## src/rtl/branch_cond_unit.sv

```systemverilog
`default_nettype none
// ============================================================================
//  Module      : branch_cond_unit
//  Description : Branch resolution for the 16-bit SIMPLE pipeline. Holds the
//                architectural {S,Z,C,V} flag register written from the
//                shifter/ALU condition bus, evaluates branch conditions
//                against those flags (with same-cycle bypass of a flag
//                write), issues a registered one-cycle PC redirect and
//                holds a flush pulse for FLUSH_CYCLES unstalled cycles.
//
//  Ports       : clk             in   system clock, rising edge
//                rst_n           in   asynchronous active-low reset
//                stall           in   pipeline hold; freezes all state
//                flag_we         in   write flag_in into the flag register
//                flag_in   [3:0] in   {S,Z,C,V} from shifter/ALU
//                br_valid        in   branch present in resolve stage
//                br_uncond       in   unconditional branch, ignores br_cond
//                br_cond   [2:0] in   0=BE 1=BLT 2=BLE 3=BNE, 4..7 never
//                br_target [PC_W-1:0] in  branch destination
//                redirect_valid  out  one-cycle fetch redirect pulse
//                redirect_pc     out  registered branch target
//                flush           out  squash younger stages
//                flags_out [3:0] out  current flag register
//
//  Revision    : 1.0  initial release
// ============================================================================
module branch_cond_unit #(
    parameter int unsigned PC_W         = 16,
    parameter int unsigned FLUSH_CYCLES = 2     // legal range 1..7
) (
    input  logic            clk,
    input  logic            rst_n,
    input  logic            stall,
    input  logic            flag_we,
    input  logic [3:0]      flag_in,
    input  logic            br_valid,
    input  logic            br_uncond,
    input  logic [2:0]      br_cond,
    input  logic [PC_W-1:0] br_target,
    output logic            redirect_valid,
    output logic [PC_W-1:0] redirect_pc,
    output logic            flush,
    output logic [3:0]      flags_out
);

    // Counter is loaded with FLUSH_CYCLES-1 because the redirect cycle
    // itself is the first flush cycle.
    localparam logic [2:0] c_cnt_init = 3'(FLUSH_CYCLES - 1);

    localparam logic [2:0] c_cond_be  = 3'd0;
    localparam logic [2:0] c_cond_blt = 3'd1;
    localparam logic [2:0] c_cond_ble = 3'd2;
    localparam logic [2:0] c_cond_bne = 3'd3;

    typedef enum logic [0:0] {
        ST_IDLE  = 1'b0,
        ST_FLUSH = 1'b1
    } state_t;

    state_t          r_state;
    logic [2:0]      r_cnt;
    logic [3:0]      r_flags;
    logic            r_redirect_valid;
    logic [PC_W-1:0] r_redirect_pc;
    logic            r_flush;

    state_t          w_state_nxt;
    logic [2:0]      w_cnt_nxt;
    logic [3:0]      w_flags_nxt;
    logic            w_redirect_valid_nxt;
    logic [PC_W-1:0] w_redirect_pc_nxt;
    logic            w_flush_nxt;

    logic [3:0]      w_eff;
    logic            w_s;
    logic            w_z;
    logic            w_v;
    logic            w_cond;
    logic            w_taken;

    // ------------------------------------------------------------------
    // Condition evaluation. A flag write in the same cycle as the branch
    // is forwarded so compare-and-branch pairs need no bubble.
    // ------------------------------------------------------------------
    always_comb begin
        w_eff = flag_we ? flag_in : r_flags;
        w_s   = w_eff[3];
        w_z   = w_eff[2];
        w_v   = w_eff[0];
        w_cond = 1'b0;
        case (br_cond)
            c_cond_be:  w_cond = w_z;
            c_cond_blt: w_cond = w_s ^ w_v;
            c_cond_ble: w_cond = w_z | (w_s ^ w_v);
            c_cond_bne: w_cond = ~w_z;
            default:    w_cond = 1'b0;
        endcase
        w_taken = br_valid & (br_uncond | w_cond)
                & (r_state == ST_IDLE) & ~stall;
    end

    // ------------------------------------------------------------------
    // Next-state logic. Everything holds by default; a stall simply
    // skips all updates.
    // ------------------------------------------------------------------
    always_comb begin
        w_state_nxt          = r_state;
        w_cnt_nxt            = r_cnt;
        w_flags_nxt          = r_flags;
        w_redirect_valid_nxt = r_redirect_valid;
        w_redirect_pc_nxt    = r_redirect_pc;
        w_flush_nxt          = r_flush;

        if (!stall) begin
            if (flag_we) begin
                w_flags_nxt = flag_in;
            end

            case (r_state)
                ST_IDLE: begin
                    if (w_taken) begin
                        w_redirect_valid_nxt = 1'b1;
                        w_redirect_pc_nxt    = br_target;
                        w_flush_nxt          = 1'b1;
                        w_cnt_nxt            = c_cnt_init;
                        w_state_nxt          = ST_FLUSH;
                    end else begin
                        w_redirect_valid_nxt = 1'b0;
                        w_flush_nxt          = 1'b0;
                    end
                end
                ST_FLUSH: begin
                    // Branches arriving here are being squashed: ignore them.
                    w_redirect_valid_nxt = 1'b0;
                    if (r_cnt == 3'd0) begin
                        w_flush_nxt = 1'b0;
                        w_state_nxt = ST_IDLE;
                    end else begin
                        w_cnt_nxt = r_cnt - 3'd1;
                    end
                end
                default: begin
                    w_redirect_valid_nxt = 1'b0;
                    w_flush_nxt          = 1'b0;
                    w_state_nxt          = ST_IDLE;
                end
            endcase
        end
    end

    // ------------------------------------------------------------------
    // State registers
    // ------------------------------------------------------------------
    always_ff @(posedge clk or negedge rst_n) begin
        if (!rst_n) begin
            r_state          <= ST_IDLE;
            r_cnt            <= 3'd0;
            r_flags          <= 4'b0000;
            r_redirect_valid <= 1'b0;
            r_redirect_pc    <= '0;
            r_flush          <= 1'b0;
        end else begin
            r_state          <= w_state_nxt;
            r_cnt            <= w_cnt_nxt;
            r_flags          <= w_flags_nxt;
            r_redirect_valid <= w_redirect_valid_nxt;
            r_redirect_pc    <= w_redirect_pc_nxt;
            r_flush          <= w_flush_nxt;
        end
    end

    assign redirect_valid = r_redirect_valid;
    assign redirect_pc    = r_redirect_pc;
    assign flush          = r_flush;
    assign flags_out      = r_flags;

endmodule
`default_nettype wire

```

## config.mk

```make
export PLATFORM = sky130hd
export DESIGN_NAME = branch_cond_unit
export DESIGN_NICKNAME = d
export VERILOG_FILES = /design/src/rtl/branch_cond_unit.sv
export SDC_FILE = /design/constraint.sdc
export NUM_CORES = 1
export LEC_CHECK = 0
export CAP_MARGIN = 10
export CORE_ASPECT_RATIO = 1.75
export CORE_MARGIN = 2
export CORE_UTILIZATION = 40
export CTS_BUF_LIST = sky130_fd_sc_hd__clkbuf_8 sky130_fd_sc_hd__clkbuf_16
export DETAILED_ROUTE_END_ITERATION = 8
export PLACE_DENSITY_LB_ADDON = 0.3
export SYNTH_ARGS = -nofsm -noshare
export SYNTH_HDL_FRONTEND = slang
export SYNTH_SLANG_ARGS = --single-unit
```

## constraint.sdc

```tcl
create_clock -name clk -period 3.5 [get_ports clk]
set_input_delay 0.525 -clock clk [delete_from_list [all_inputs] [get_ports clk]]
set_output_delay 0.525 -clock clk [all_outputs]
set_load 0.02 [all_outputs]
```

==> results of run 1 <==
report_power, final:
group	leakage (nW)	internal, mW	switching, mW
combinational	0.447	0.396	0.298
sequential	0.312	0.433	0.0861
clock	0.0288	0.100	0.0878
total	0.788	0.929	0.472
critical path, stage by stage:
cell and delay [ps]:
clkdlybuf4s50_1 530, mux2i_1 240, nand3_1 140, a31oi_4 140, buf_4 340, mux2_2 390
logic make-up after synthesis:
group                    after synthesis
AO/OA/AOI/OAI                         11
XOR/XNOR                               3
adder cells (fa/ha/maj)                2
buffers and inverters                  7
flip-flops                            26
multiplexers                          22
AND/OR/NAND/NOR                       17
layer usage:
metal | part of all wire (%) | track usage (%) | wire length (µm) | vias to the layer above
li1 | - | - | - | 411
met1 | 39 | 19.0 | 952 | 418
met2 | 56 | 25.9 | 1350 | 21
met3 | 3.3 | 2.82 | 80 | 4
met4 | 1.2 | 6.86 | 30 | 0
met5 | 0 | 0 | 0 | -
flip-flops by register name (all words and copies together), names as in the netlist:
signal          cells
flags_out           4
flush               1
r_cnt               3
r_state             1
redirect_pc        16
redirect_valid      1
cells in the final DEF, fill, tap and decap left out, types with 2 or more instances in the layout:
| cell | synthesis | final |
|---|---|---|
| clkdlybuf4s50_1 | 0 | 50 |
| dfrtp_1 | 26 | 26 |
| mux2_4 | 14 | 14 |
| mux2_2 | 7 | 7 |
| inv_1 | 4 | 4 |
| nor2_1 | 4 | 4 |
| nand2_1 | 4 | 4 |
| clkbuf_8 | 0 | 4 |
| o21ai_0 | 3 | 3 |
| a21o_1 | 3 | 3 |
| nand3_1 | 2 | 2 |
| xor2_1 | 2 | 2 |
| o211ai_1 | 2 | 2 |
| nand2b_1 | 2 | 2 |
| ha_1 | 2 | 2 |
| buf_4 | 0 | 2 |
metrics by stage:
step | utilization [%] | cells | hold slack (ps) | setup slack, ps
global route | 61.3 | 169 | 502 | 1200
detailed placement | 59.4 | 165 | 465 | 1040
CTS | 61.3 | 169 | 486 | 1330
floorplan | - | 88 | 229 | 1810
finish | 61.3 | 169 | 479 | 1330
global placement | 59.4 | 165 | 460 | 1090
final cells by class:
| class | count | area [µm²] |
|---|---|---|
| clock buffers | 4 | 55.1 |
| fillers | 268 | 1130 |
| inverters | 4 | 15.0 |
| multi-input cells | 55 | 523 |
| flip-flops and latches | 26 | 651 |
| well taps | 28 | 35.0 |
| repair buffers | 52 | 515 |
cell usage after synthesis:
master and n:
a21oi_1 1, inv_1 4, buf_2 1, nor3_1 1
nand4_1 1, mux2_4 14, xor2_1 2, buf_6 1
dfrtp_1 26, nand3b_1 1, nand2b_1 2, a31oi_4 1
mux2_2 7, o21ba_2 1, a21o_1 3, o211ai_1 2
xnor2_1 1, nor2_1 4, ha_1 2, nand2_1 4
nor2_2 1, mux2i_1 1, o21ai_0 3, nand3_1 2
nor2b_1 1, buf_12 1
how the worst max path moves through the flow:
stage                     startpoint                     endpoint  depth (start not counted)
after floorplan                stall  redirect_pc[15]$_DFFE_PN0P_                          6
after global placement       flag_we   redirect_pc[6]$_DFFE_PN0P_                          6
after detailed placement       stall   redirect_pc[7]$_DFFE_PN0P_                          6
after CTS                    flag_we   redirect_pc[7]$_DFFE_PN0P_                          6
after global routing         flag_we   redirect_pc[6]$_DFFE_PN0P_                          6
final                        flag_we   redirect_pc[7]$_DFFE_PN0P_                          6
==> impl_metrics.yaml, run 1 <==
yosys:
  synthDistinctLibCells: 26
  synth.net_count: 119
  ys_ff_latch: 26
  synth_top_family_by_area: "multiplexers"
  ys_seq_area_share_pct: 53.1
  syn_area_per_cell_um2: 13.9
  synth.area.mux_share_pct: 24.4
  yosysWarnings: 0
  synth_area_leader_cell: "dfrtp_1"
  yosys.area.top_type_share_pct: 53.1
  synthSimpleGateAreaFrac_pct: 6.84
  synth_adder_area_share_pct: 2.04
  synth-compound-area-share_pct: 7.25
  synth_area_leaders: "dfrtp_1 53%, mux2_4 17%, mux2_2 6.4%"
  synth_xor_area_share_pct: 2.15
  netlist_area_um2: 1220
  postSynthCellCount: 88
setup_path:
  crit_path_start_kind: "input pin"
  r2r_cells: 7
  worstPathMaxFanout: 22
  crit_arrival_ps: 2320
  worstPathRequired_ps: 3650
  regToRegSetupSlack_ps: 1720
  rr_endpoint: "r_cnt[0]$_DFFE_PN0P_"
  end_kind: "flop"
  r2r-start: "r_cnt[0]$_DFFE_PN0P_"
  crit_type: "in -> reg"
power_and_ir_drop:
  power_density_nw_per_um2: 781
  finalPower_mw: 1.40
  p_leak_nw: 0.788
  ir_worst_vdd_mv: 0.471
sta:
  hold_viol: 0
  fmax_ghz: 0.462
  maxSlewViolCount: 0
  setup-tns-final_ps: 0
  min_period_over_period_pct: 61.9
  rsz0062_at_grt: "false"
  setup_violations: 0
  fin_skew_ps: 7.15
  min_period_ps: 2170
  slew_headroom_pct: 45.7
  tightest_slew_ps: 812
placed_design:
  hpwl_um: 1870
  post_dp_cell_area_um2: 1740
  gp_congestion: 0.690
  port_buffers: 50
grt:
  grt_util_all_layers_pct: 15.7
  grt_overflow: 0
  grt_pass1_vias: 946
  antenna_found_initial: 0
  grt_max_degree: 23
  grt_pass1_wl_um: 4160
clock_network:
  cts-buffers-inserted: 3
  hold_buffers: 0
  clock_sinks: 26
  clockBufferDepth: 2
  cts_setup_buffers: 0
  cts_tree: "yes"
  clk_latency_ps: 270
  cts_root_buffer: "clkbuf_8"
  cts_max_level: 1
  ctsResizeCount: 0
  path_clk_slew_ps: 80
job:
  cap_violations: 0
drt:
  viasPerCell: 5.05
  drt-pass1-iter-count: 3
  detail-route-antenna-nets: 0
  drt-initial-drc-count: 16
  vias: 854
  drc_errors: 0
  finalWirelength_um: 2420
  routedWlPerCell_um: 14.3
cells_and_area:
  diodes: 0
  drive_gt1_share_pct: 21.3
  fin_nets: 173
  design_area_um2: 1790
  syn_to_final_growth_pct: 46.5
min_path:
  hp-start: "redirect_valid$_DFFE_PN0N_"
  hold_depth: 1
  hold_class: "reg -> reg"
  whs_endpoint: "redirect_valid$_DFFE_PN0N_"
floorplanning:
  core_um2: 2930
  start_util_pct: 41.8
  io_pins: 51
  rows: 26
  die-area_um2: 3540
  die_h_um: 77.2
  fp.dieW_um: 45.8
status:
  status: "complete, no violations"
Power figures use the tool's default switching activity.
==> run 2: changes to the inputs <==
CORE_UTILIZATION = 38   (was 40)
clock period = 1.9 ns   (was 3.5 ns; I/O delays follow)
==> run 2 against run 1 <==
Clock skew fell by 1.9 ps; clock-buffer cell count fell by 1; setup slack got worse by 1100 ps; sequential share of layout area fell by 1.6 points; first-iteration DRC count fell by 13%; final cell count rose by 12%; clock power rose by 140%; via count rose by 4.3%; total power rose by 94%; flip-flop and latch count did not move; non-clock buffer count rose by 5; critical path depth did not move.
==> impl_metrics.yaml, run 2 (synthesized netlist as in run 1, its figures left out) <==
sta:
  layout_setup_ws_ps: 189
  fmax_ghz: 0.585
  setup-tns-final_ps: 0
  slew_headroom_pct: 75.8
  tightest_slew_ps: 362
  maxSlewViolCount: 0
  hold_viol: 0
  fin_skew_ps: 5.30
  setup_violations: 0
  hold_ws_ps: 365
  min_period_over_period_pct: 90.0
  rsz0062_at_grt: "false"
  min_period_ps: 1710
floorplanning:
  io_pins: 51
  rows: 27
  die_h_um: 79.1
  core_um2: 3110
  start_util_pct: 39.4
  fp.dieW_um: 46.9
  die-area_um2: 3710
job:
  cap_violations: 0
grt:
  grt_pass1_vias: 957
  grt_overflow: 0
  grt_util_all_layers_pct: 15.7
  grt_max_degree: 27
  grt_pass1_wl_um: 4110
  antenna_found_initial: 0
cells_and_area:
  final_common_cell: "clkdlybuf4s50_1"
  largest_register_ff_count: 16
  utilization_pct: 60.5
  syn_to_final_growth_pct: 53.4
  drive_gt1_share_pct: 24.0
  final_cell_mix: "50 x clkdlybuf4s50_1, 26 x dfrtp_1, 14 x mux2_4"
  diodes: 0
  design_area_um2: 1880
  fin_nets: 178
clock_network:
  cts-buffers-inserted: 3
  cts_tree: "yes"
  path_clk_slew_ps: 90
  cts_setup_buffers: 0
  hold_buffers: 0
  clk_latency_ps: 270
  cts_root_buffer: "clkbuf_8"
  cts_max_level: 1
  clockBufferDepth: 2
  ctsResizeCount: 0
  clock_sinks: 26
placed_design:
  hpwl_um: 1950
  place_ws_ps: -113
  port_buffers: 50
  gp_congestion: 0.809
  post_dp_cell_area_um2: 1810
drt:
  detail-route-antenna-nets: 0
  finalWirelength_um: 2480
  routedWlPerCell_um: 13.1
  drt-pass1-iter-count: 4
  vias: 891
  viasPerCell: 4.71
  drc_errors: 0
  drt-initial-drc-count: 14
power_and_ir_drop:
  combinationalPowerShare_pct: 48.0
  power.share.clock_pct: 16.5
  p_leak_nw: 0.822
  p_sw_mw: 0.877
  sw_frac_of_total_pct: 32.3
  power_density_nw_per_um2: 1440
  ir_worst_vdd_mv: 0.925
  internal_power_mw: 1.84
  power_frac_seq_pct: 35.5
min_path:
  hold_class: "in -> async"
setup_path:
  regToRegSetupSlack_ps: 310
  worstPathRequired_ps: 2060
  crit_arrival_ps: 1870
  crit_type: "in -> reg"
  end_kind: "flop"
  crit_start: "flag_we"
  r2r-start: "flags_out[0]$_DFFE_PN0N_"
  crit_path_start_kind: "input pin"
  worstPathMaxFanout: 17
status:
  status: "complete, no violations"
## run 2: worst paths after layout
| check | endpoint | cells past startpoint |
|---|---|---|
| worst max register to register | r_cnt[0]$_DFFE_PN0P_ | 6 |
| worst max-delay path | redirect_pc[7]$_DFFE_PN0P_ | 6 |
| worst min-delay path | redirect_valid$_DFFE_PN0N_ | 2 |
| max in group asynchronous | flags_out[0]$_DFFE_PN0N_ | 2 |
| min in group clk | flush$_DFFE_PN0P_ | 1 |
| worst min register to register | flush$_DFFE_PN0P_ | 1 |
## run 2: layer usage
metal  wire length (µm)  up-vias  track usage, %
met1                866      446            17.0
met5                  0        -               0
met2               1470       23            27.1
li1                   -      418               -
met3                 96        4            3.41
met4                 47        0            7.50
## run 2: area by class of cell
| class | instances | area, µm² |
|---|---|---|
| Clock buffer | 3 | 41.3 |
| Clock inverter | 1 | 30.0 |
| Fill cell | 269 | 1230 |
| Inverter | 4 | 15.0 |
| Multi-Input combinational cell | 55 | 523 |
| Sequential cell | 26 | 651 |
| Tap cell | 43 | 53.8 |
| Timing Repair Buffer | 57 | 566 |
## run 2: critical path, stage by stage
cell             delay (ps)
clkdlybuf4s50_1         490
mux2i_1                 230
nand3_1                 140
a31oi_4                 170
buf_12                  200
mux2_2                  340
## run 2: stage by stage
step | total power [mW] | cells
2_1_floorplan | 1.68 | 88
3_3_place_gp | 2.25 | 185
3_5_place_dp | 2.28 | 185
4_1_cts | 2.75 | 189
5_1_grt | 2.89 | 189
6_report | 2.71 | 189
## run 2: power by group through the flow
stage / registers (mW) / clock network (mW) / logic (mW)
floorplan: 1.19 / 0 / 0.491
global placement: 0.959 / 0 / 1.29
detailed placement: 0.968 / 0 / 1.32
CTS: 0.966 / 0.461 / 1.32
global route: 0.996 / 0.480 / 1.41
finish: 0.962 / 0.448 / 1.30
==> run 3: changes to the inputs <==
RECOVER_POWER = 50   (was not set)
==> run 3 against run 2 <==
Critical path depth stayed put; flip-flop and latch count did not move; largest power group unchanged; setup slack better by 2.9 ps; die area is the same; global-route usage unchanged; sequential share of layout area up 0.12 points; largest cell class unchanged; cell area decreased by 0.33%; via count shrank 0.22%; clock skew about the same; worst hold slack gained 110 ps; sequential power is essentially flat.
==> impl_metrics.yaml, run 3 (synthesized netlist as in run 1, its figures left out) <==
status:
  status: "complete, no violations"
power_and_ir_drop:
  ir_worst_vdd_mv: 0.908
  finalPower_mw: 2.69
  internal_power_mw: 1.81
  power_frac_seq_pct: 35.7
  p_leak_nw: 0.824
  power_density_nw_per_um2: 1430
  p_sw_mw: 0.875
  power.share.clock_pct: 16.7
  combinationalPowerShare_pct: 47.6
  sw_frac_of_total_pct: 32.6
sta:
  layout_setup_ws_ps: 192
  min_period_over_period_pct: 89.9
  fmax_ghz: 0.586
  slew_headroom_pct: 60.4
  setup_violations: 0
  rsz0062_at_grt: "false"
  fin_skew_ps: 5.35
  min_period_ps: 1710
  setup-tns-final_ps: 0
  hold_ws_ps: 477
  hold_viol: 0
  maxSlewViolCount: 0
  tightest_slew_ps: 594
clock_network:
  path_clk_slew_ps: 90
  clock_sinks: 26
  cts_tree: "yes"
  clk_latency_ps: 270
  ctsResizeCount: 0
  cts-buffers-inserted: 3
  cts_root_buffer: "clkbuf_8"
  cts_max_level: 1
  cts_setup_buffers: 0
  clockBufferDepth: 2
  hold_buffers: 0
min_path:
  hold_class: "reg -> reg"
  whs_endpoint: "flush$_DFFE_PN0P_"
  hold_depth: 1
  hp-start: "flush$_DFFE_PN0P_"
drt:
  routedWlPerCell_um: 13.1
  viasPerCell: 4.70
  wl_met3_um: 95
  drt-initial-drc-count: 14
  drt-pass1-iter-count: 4
  vias: 889
  highest_layer: "met4"
  route.met2.wl_um: 1470
  detail-route-antenna-nets: 0
  finalWirelength_um: 2470
  wl_met1_um: 862
  drc_errors: 0
floorplanning:
  start_util_pct: 39.4
  fp.dieW_um: 46.9
  die-area_um2: 3710
  rows: 27
  core_um2: 3110
  io_pins: 51
  die_h_um: 79.1
setup_path:
  regToRegSetupSlack_ps: 310
  crit_slowest_cell: "clkdlybuf4s50_1"
  crit_path_start_kind: "input pin"
  worstPathRequired_ps: 2060
  crit_buf_inv: 2
  critPathMaxStageDelay_ps: 490
  rr_endpoint: "r_cnt[0]$_DFFE_PN0P_"
  path_cells: "clkdlybuf4s50_1 -> mux2i_1 -> nand3_1 -> a31oi_4 -> buf_12 -> mux2_2"
  worstPathMaxFanout: 17
  crit_arrival_ps: 1870
  r2r_cells: 6
  cp_top_family: "buffers and inverters"
  r2r-start: "flags_out[0]$_DFFE_PN0N_"
  crit_type: "in -> reg"
  end_kind: "flop"
cells_and_area:
  utilization_pct: 60.3
  syn_to_final_growth_pct: 52.9
  diodes: 0
  fillCellCount: 270
  regArea_um2: 651
  multiInputGateArea_um2: 523
  final_cell_mix: "42 x clkdlybuf4s50_1, 26 x dfrtp_1, 14 x mux2_4"
  drive_gt1_share_pct: 23.3
  fin_nets: 178
  final_common_cell: "clkdlybuf4s50_1"
  design_area_um2: 1870
  largest_register_ff_count: 16
  finalNonFillerCells: 189
placed_design:
  place_ws_ps: -113
  port_buffers: 50
  gp_congestion: 0.809
  dpl.cell_count: 185
  hpwl_um: 1950
  post_dp_cell_area_um2: 1810
grt:
  grt_overflow: 0
  antenna_found_initial: 0
  grt_util_all_layers_pct: 15.7
  grt_pass1_vias: 957
  grt_max_degree: 27
  grt_pass1_wl_um: 4110
job:
  cap_violations: 0
==> run 3: how the worst max path moves through the flow <==
stage                                   startpoint  cells after the start                          end  slack [ps]
final                                      flag_we                      6   redirect_pc[7]$_DFFE_PN0P_         190
after global routing                       flag_we                      6   redirect_pc[7]$_DFFE_PN0P_         100
after CTS                                  flag_we                      6   redirect_pc[7]$_DFFE_PN0P_         180
after detailed placement                   flag_we                      6   redirect_pc[7]$_DFFE_PN0P_        -110
after global placement                     flag_we                      6   redirect_pc[7]$_DFFE_PN0P_         -90
after floorplan           flags_out[0]$_DFFE_PN0N_                      5  redirect_pc[15]$_DFFE_PN0P_         280
==> run 3: cell type report <==
cell class	instances	area share [%]
Sequential cell	26	34.7
Multi-Input combinational cell	55	27.9
Inverter	4	0.802
Clock inverter	1	1.60
Timing Repair Buffer	57	29.9
Clock buffer	3	2.20
Tap cell	43	2.87
==> run 3: worst reg2reg max path, cell delays in order (launching register included) <==
cell	delay (ps)
dfrtp_1	410
xor2_1	160
o211ai_1	240
a31oi_4	120
buf_12	180
buf_4	160
o21ba_2	200
==> run 3: routing by layer <==
layer  vias to the layer above  global-route usage (%)
met5                         -                       0
met4                         0                    7.50
met3                         4                    3.41
met2                        23                    27.1
met1                       445                    17.0
li1                        417                       -
==> run 3: power groups by stage <==
| stage | Combinational [mW] | Clock [mW] | Sequential [mW] |
|---|---|---|---|
| after floorplan | 0.491 | 0 | 1.19 |
| after global placement | 1.29 | 0 | 0.959 |
| after detailed placement | 1.32 | 0 | 0.968 |
| after CTS | 1.32 | 0.461 | 0.966 |
| after global routing | 1.39 | 0.480 | 0.993 |
| final | 1.28 | 0.448 | 0.959 |
==> RTL edit 1, RTL diff (config.mk and constraints of run 2) <==
`PC_W`: 16 -> 12.
--- a/src/rtl/branch_cond_unit.sv
+++ b/src/rtl/branch_cond_unit.sv
@@ -27,3 +27,3 @@
 module branch_cond_unit #(
-    parameter int unsigned PC_W         = 16,
+    parameter int unsigned PC_W         = 12,
     parameter int unsigned FLUSH_CYCLES = 2     // legal range 1..7
Ports: changed (resized br_target and redirect_pc); port bits go from 51 to 43. The function was not compared with the original's and may differ.
==> RTL edit 1 against run 2 <==
Hold slack worse by 0.50 ps; worst setup slack worse by 140 ps; first-iteration DRC count fell by 21%; sequential cell count is 4 lower; final area down 11%; power is 13% lower; sequential share of layout area decreased by 1.6 points; area after synthesis shrank 13%; routed wire length is 11% lower; critical endpoint is now redirect_pc[2].
==> RTL edit 1: results (changes against run 2) <==
{| class="wikitable"
! Metric !! Value
|-
| Estimated wirelength of the detail-placed design || 1605 um (-18%)
|-
| Global routing met3 resource utilization || 1.456% (-2.0 points)
|-
| Met3 wire length || 131 um (+36%)
|-
| Leak Pwr || 0.7561 nW (-8.0%)
|-
| Wire length of the first global-routing pass || 3705 um (-9.7%)
|-
| Worst setup startpoint || flags_out[2]
|-
| Router iterations before antenna repair || 4 (unchanged)
|-
| Number of nets produced by synthesis || 110 (-7.6%)
|-
| Max incr delay on CP || 400 ps (-90 ps)
|-
| Via count of the first global-routing pass || 867 (-9.4%)
|-
| Placed Instance Area || 0.001558 mm^2 (-14%)
|-
| Largest vdd supply drop || 0.7919 mV (-14%)
|-
| Min Hold Slack || 364.9 ps (-0.5010 ps)
|-
| Number of DRC markers in iteration 0 || 11 (-3)
|-
| Final-stage net count || 162 (-9.0%)
|-
| Global placer's final weighted congestion || 0.6833 (-16%)
|-
| Maximum number of pins on one net before global-route repair || 23 (-15%)
|-
| Final wirelength || 2195 um (-11%)
|-
| Post-synthesis cell count || 83 (-5.7%)
|-
| Wire length the detailed router placed on met1 || 894 um (+3.2%)
|-
| Most frequent cells after synthesis || sky130_fd_sc_hd__dfrtp_1 (22), sky130_fd_sc_hd__mux2_2 (9), sky130_fd_sc_hd__mux2_4 (7)
|-
| Total number of vias || 825 (-7.4%)
|-
| GR Layer Usage met1 || 18.83% (+1.9 points)
|-
| Largest driver fanout on the critical path || 8 (-9)
|-
| Main area contributors after synthesis || sky130_fd_sc_hd__dfrtp_1 (52%), sky130_fd_sc_hd__mux2_4 (9.9%), sky130_fd_sc_hd__mux2_2 (9.5%)
|-
| Share of the synthesized area in the top cell type || 51.76% (-1.4 points)
|-
| Met2 layer usage reported by global route || 24.84% (-2.3 points)
|-
| Proportion of layout cells with a drive suffix above 1 || 23.88% (-0.092 points)
|-
| Outcome || complete, no violations
|-
| Slew at the pin closest to its max-slew limit || 513.1 ps (+151.0 ps)
|-
| Total routing resource utilization after global routing || 15.25% (-0.43 points)
|-
| Max FFs per register || 12 (-4)
|-
| Detailed-routed wire length on met2 || 1132 um (-23%)
|-
| Reg-to-reg slack, setup || 40 ps (-270 ps)
|-
| Power share of the sequential group || 34.3% (-1.2 points)
|-
| Slowest library cell on the worst path || sky130_fd_sc_hd__dfrtp_2
|-
| Worst Setup EP || redirect_pc[2]
|}
RTL edit 1: changes by cell type in the layout (fill, tap and decap cells not counted), moves of 2 or more:
cell	run 2	this run
sky130_fd_sc_hd__dfrtp_1	26	21
sky130_fd_sc_hd__mux2_4	14	12
sky130_fd_sc_hd__mux2i_1	1	3
sky130_fd_sc_hd__a21o_1	3	1
sky130_fd_sc_hd__clkdlybuf4s50_1	50	38
sky130_fd_sc_hd__mux2_2	7	4
sky130_fd_sc_hd__xnor2_1	1	3
sky130_fd_sc_hd__dlygate4sd2_1	0	4
sky130_fd_sc_hd__xor2_1	2	0
sky130_fd_sc_hd__o211ai_1	2	0
sky130_fd_sc_hd__o21ai_0	3	5
RTL edit 1: logic make-up (layout without fill, tap and decap cells):
family          Yosys count  in the layout  share of synthesized area, %
fa+ha+maj                 2              2                         2.353
simple gates             16             16                         8.824
mux                      19             19                         22.24
buf+inv                   8             59                         3.530
flops                    22             22                         51.76
compound gates           13             13                         8.824
xor+xnor                  3              3                         2.471
RTL edit 1: layout make-up:
type,instances,area (um^2)
Timing Repair Buffer,50,496.7
Fill cell,229,1021
Tap cell,27,33.78
Clock inverter,1,30.03
Multi-Input combinational cell,53,496.7
Sequential cell,22,551.8
Clock buffer,3,41.29
Inverter,5,18.77
RTL edit 1: worst max-delay path: cells and delay by family, from the launching register on:
family | cells | cell delay, ps
muxes | 3 | 700
DFF | 1 | 400
AOI/OAI and AO/OA | 1 | 110
buffers and inverters | 1 | 220
and+or+nand+nor | 1 | 310
RTL edit 1: repair_timing:
action | in CTS | in global routing
endpoints found under the setup margin | 12 | 13
gates cloned | 1 | 0
resized for setup | 5 | 7
pin swaps | 2 | 4
endpoints found under the hold margin | 0 | 0
buffers inserted | 3 | 0
==> RTL edit 2, RTL diff (config.mk and constraints of run 2) <==
Made on the original files. Put one more register stage on the output `redirect_pc`, without a reset. The value now appears one clock later. The other outputs are not delayed to match. Comments in the files are not updated.
--- a/src/rtl/branch_cond_unit.sv
+++ b/src/rtl/branch_cond_unit.sv
@@ -172,3 +172,5 @@
     assign redirect_valid = r_redirect_valid;
-    assign redirect_pc    = r_redirect_pc;
+    always_ff @(posedge clk) begin
+        redirect_pc <= r_redirect_pc;
+    end
     assign flush          = r_flush;
Check against the original RTL: not equivalent (Yosys sat finds a counterexample within 4 cycles, from zero or initial values and one cycle with rst_n low).
==> RTL edit 2 against run 2 <==
The run now ends with setup timing left; worst setup slack worse by 390 ps; final cell count grew 16%; via count grew 15%; routed wire length rose by 34%; critical path type is now reg2reg; final area is 24% higher; area after synthesis increased by 26%; sequential cell count rose by 16; synthesized cell count increased by 17%; largest cell class unchanged; power up 29%.
==> RTL edit 2: results (changes against run 2) <==
{| class="wikitable"
! Metric !! Value
|-
| Outcome || complete, but fails checks
|-
| Violated checks || setup timing
|-
| XOR/XNOR Fraction of Synth Area || 1.136% (-1.0 points)
|-
| Most frequent cells after synthesis || sky130_fd_sc_hd__dfrtp_1 (26), sky130_fd_sc_hd__dfxtp_1 (16), sky130_fd_sc_hd__mux2_4 (10)
|-
| Placed Instance Area || 0.002170 mm^2 (+20%)
|-
| Min Hold Slack || 365.0 ps (-0.3430 ps)
|-
| Via count of the first global-routing pass || 1159 (+21%)
|-
| Final count of negative-setup-slack endpoints || 19 (+19)
|-
| Slowest library cell on the worst path || sky130_fd_sc_hd__dfrtp_2
|-
| Async set-reset flop share out of synthesis || 61.90% (-38 points)
|-
| Clock H-tree levels || 2 (+1)
|-
| Largest vdd supply drop || 1.172 mV (+27%)
|-
| GR Layer Usage met1 || 18.48% (+1.5 points)
|-
| Router iterations before antenna repair || 2 (-2)
|-
| Pre-CTS setup slack || -527.1 ps (-413.6 ps)
|-
| Number of DRC markers in iteration 0 || 3 (-11)
|-
| Clock network area share || 4.550% (+0.76 points)
|-
| Clkbuf count || 5 (+2)
|-
| Worst flop-to-flop path endpoint || r_redirect_pc[2]
|-
| Met3 wire length || 193 um (+100%)
|-
| Non-CTS buffers || 62 (+8.8%)
|-
| Post-synthesis compound-gate area fraction || 3.734% (-3.5 points)
|-
| Largest driver fanout on the critical path || 5 (-12)
|-
| Placed cells || 206 (+11%)
|-
| Post-cts sizing count || 9 (+9)
|-
| Wire length the detailed router placed on met1 || 1244 um (+44%)
|-
| Drt wl/cell || 15.20 um (+16%)
|-
| Count of clock tree sinks || 42 (+62%)
|-
| Final wirelength || 3328 um (+34%)
|-
| Proportion of layout cells with a drive suffix above 1 || 26.90% (+2.9 points)
|-
| Met2 layer usage reported by global route || 29.11% (+2.0 points)
|-
| Wire length of the first global-routing pass || 5437 um (+32%)
|-
| Internal power consumption || 0.002467 W (+34%)
|-
| Final setup margin || -195.8 ps (-385.0 ps)
|-
| Synth cell types || 25 (-3.8%)
|-
| Final-stage net count || 201 (+13%)
|}
[RTL edit 2: changes by cell type after synthesis, moves of 2 or more]
cell,before,now
sky130_fd_sc_hd__nor3b_1,0,2
sky130_fd_sc_hd__and2_1,0,2
sky130_fd_sc_hd__nand2_1,4,6
sky130_fd_sc_hd__mux2_4,14,10
sky130_fd_sc_hd__dfxtp_1,0,16
sky130_fd_sc_hd__mux2_1,0,6
sky130_fd_sc_hd__nor2_1,4,1
sky130_fd_sc_hd__nand3_1,2,0
sky130_fd_sc_hd__o211ai_1,2,0
sky130_fd_sc_hd__a21o_1,3,1
[RTL edit 2: power by group through the flow]
stage	sequential (W)	clock, W	combinational, W
3_3_place_gp	0.00150	0	0.00127
6_report	0.00150	0.000654	0.00134
2_1_floorplan	0.00172	0	0.000484
4_1_cts	0.00151	0.000669	0.00137
5_1_grt	0.00155	0.000711	0.00143
3_5_place_dp	0.00152	0	0.00131
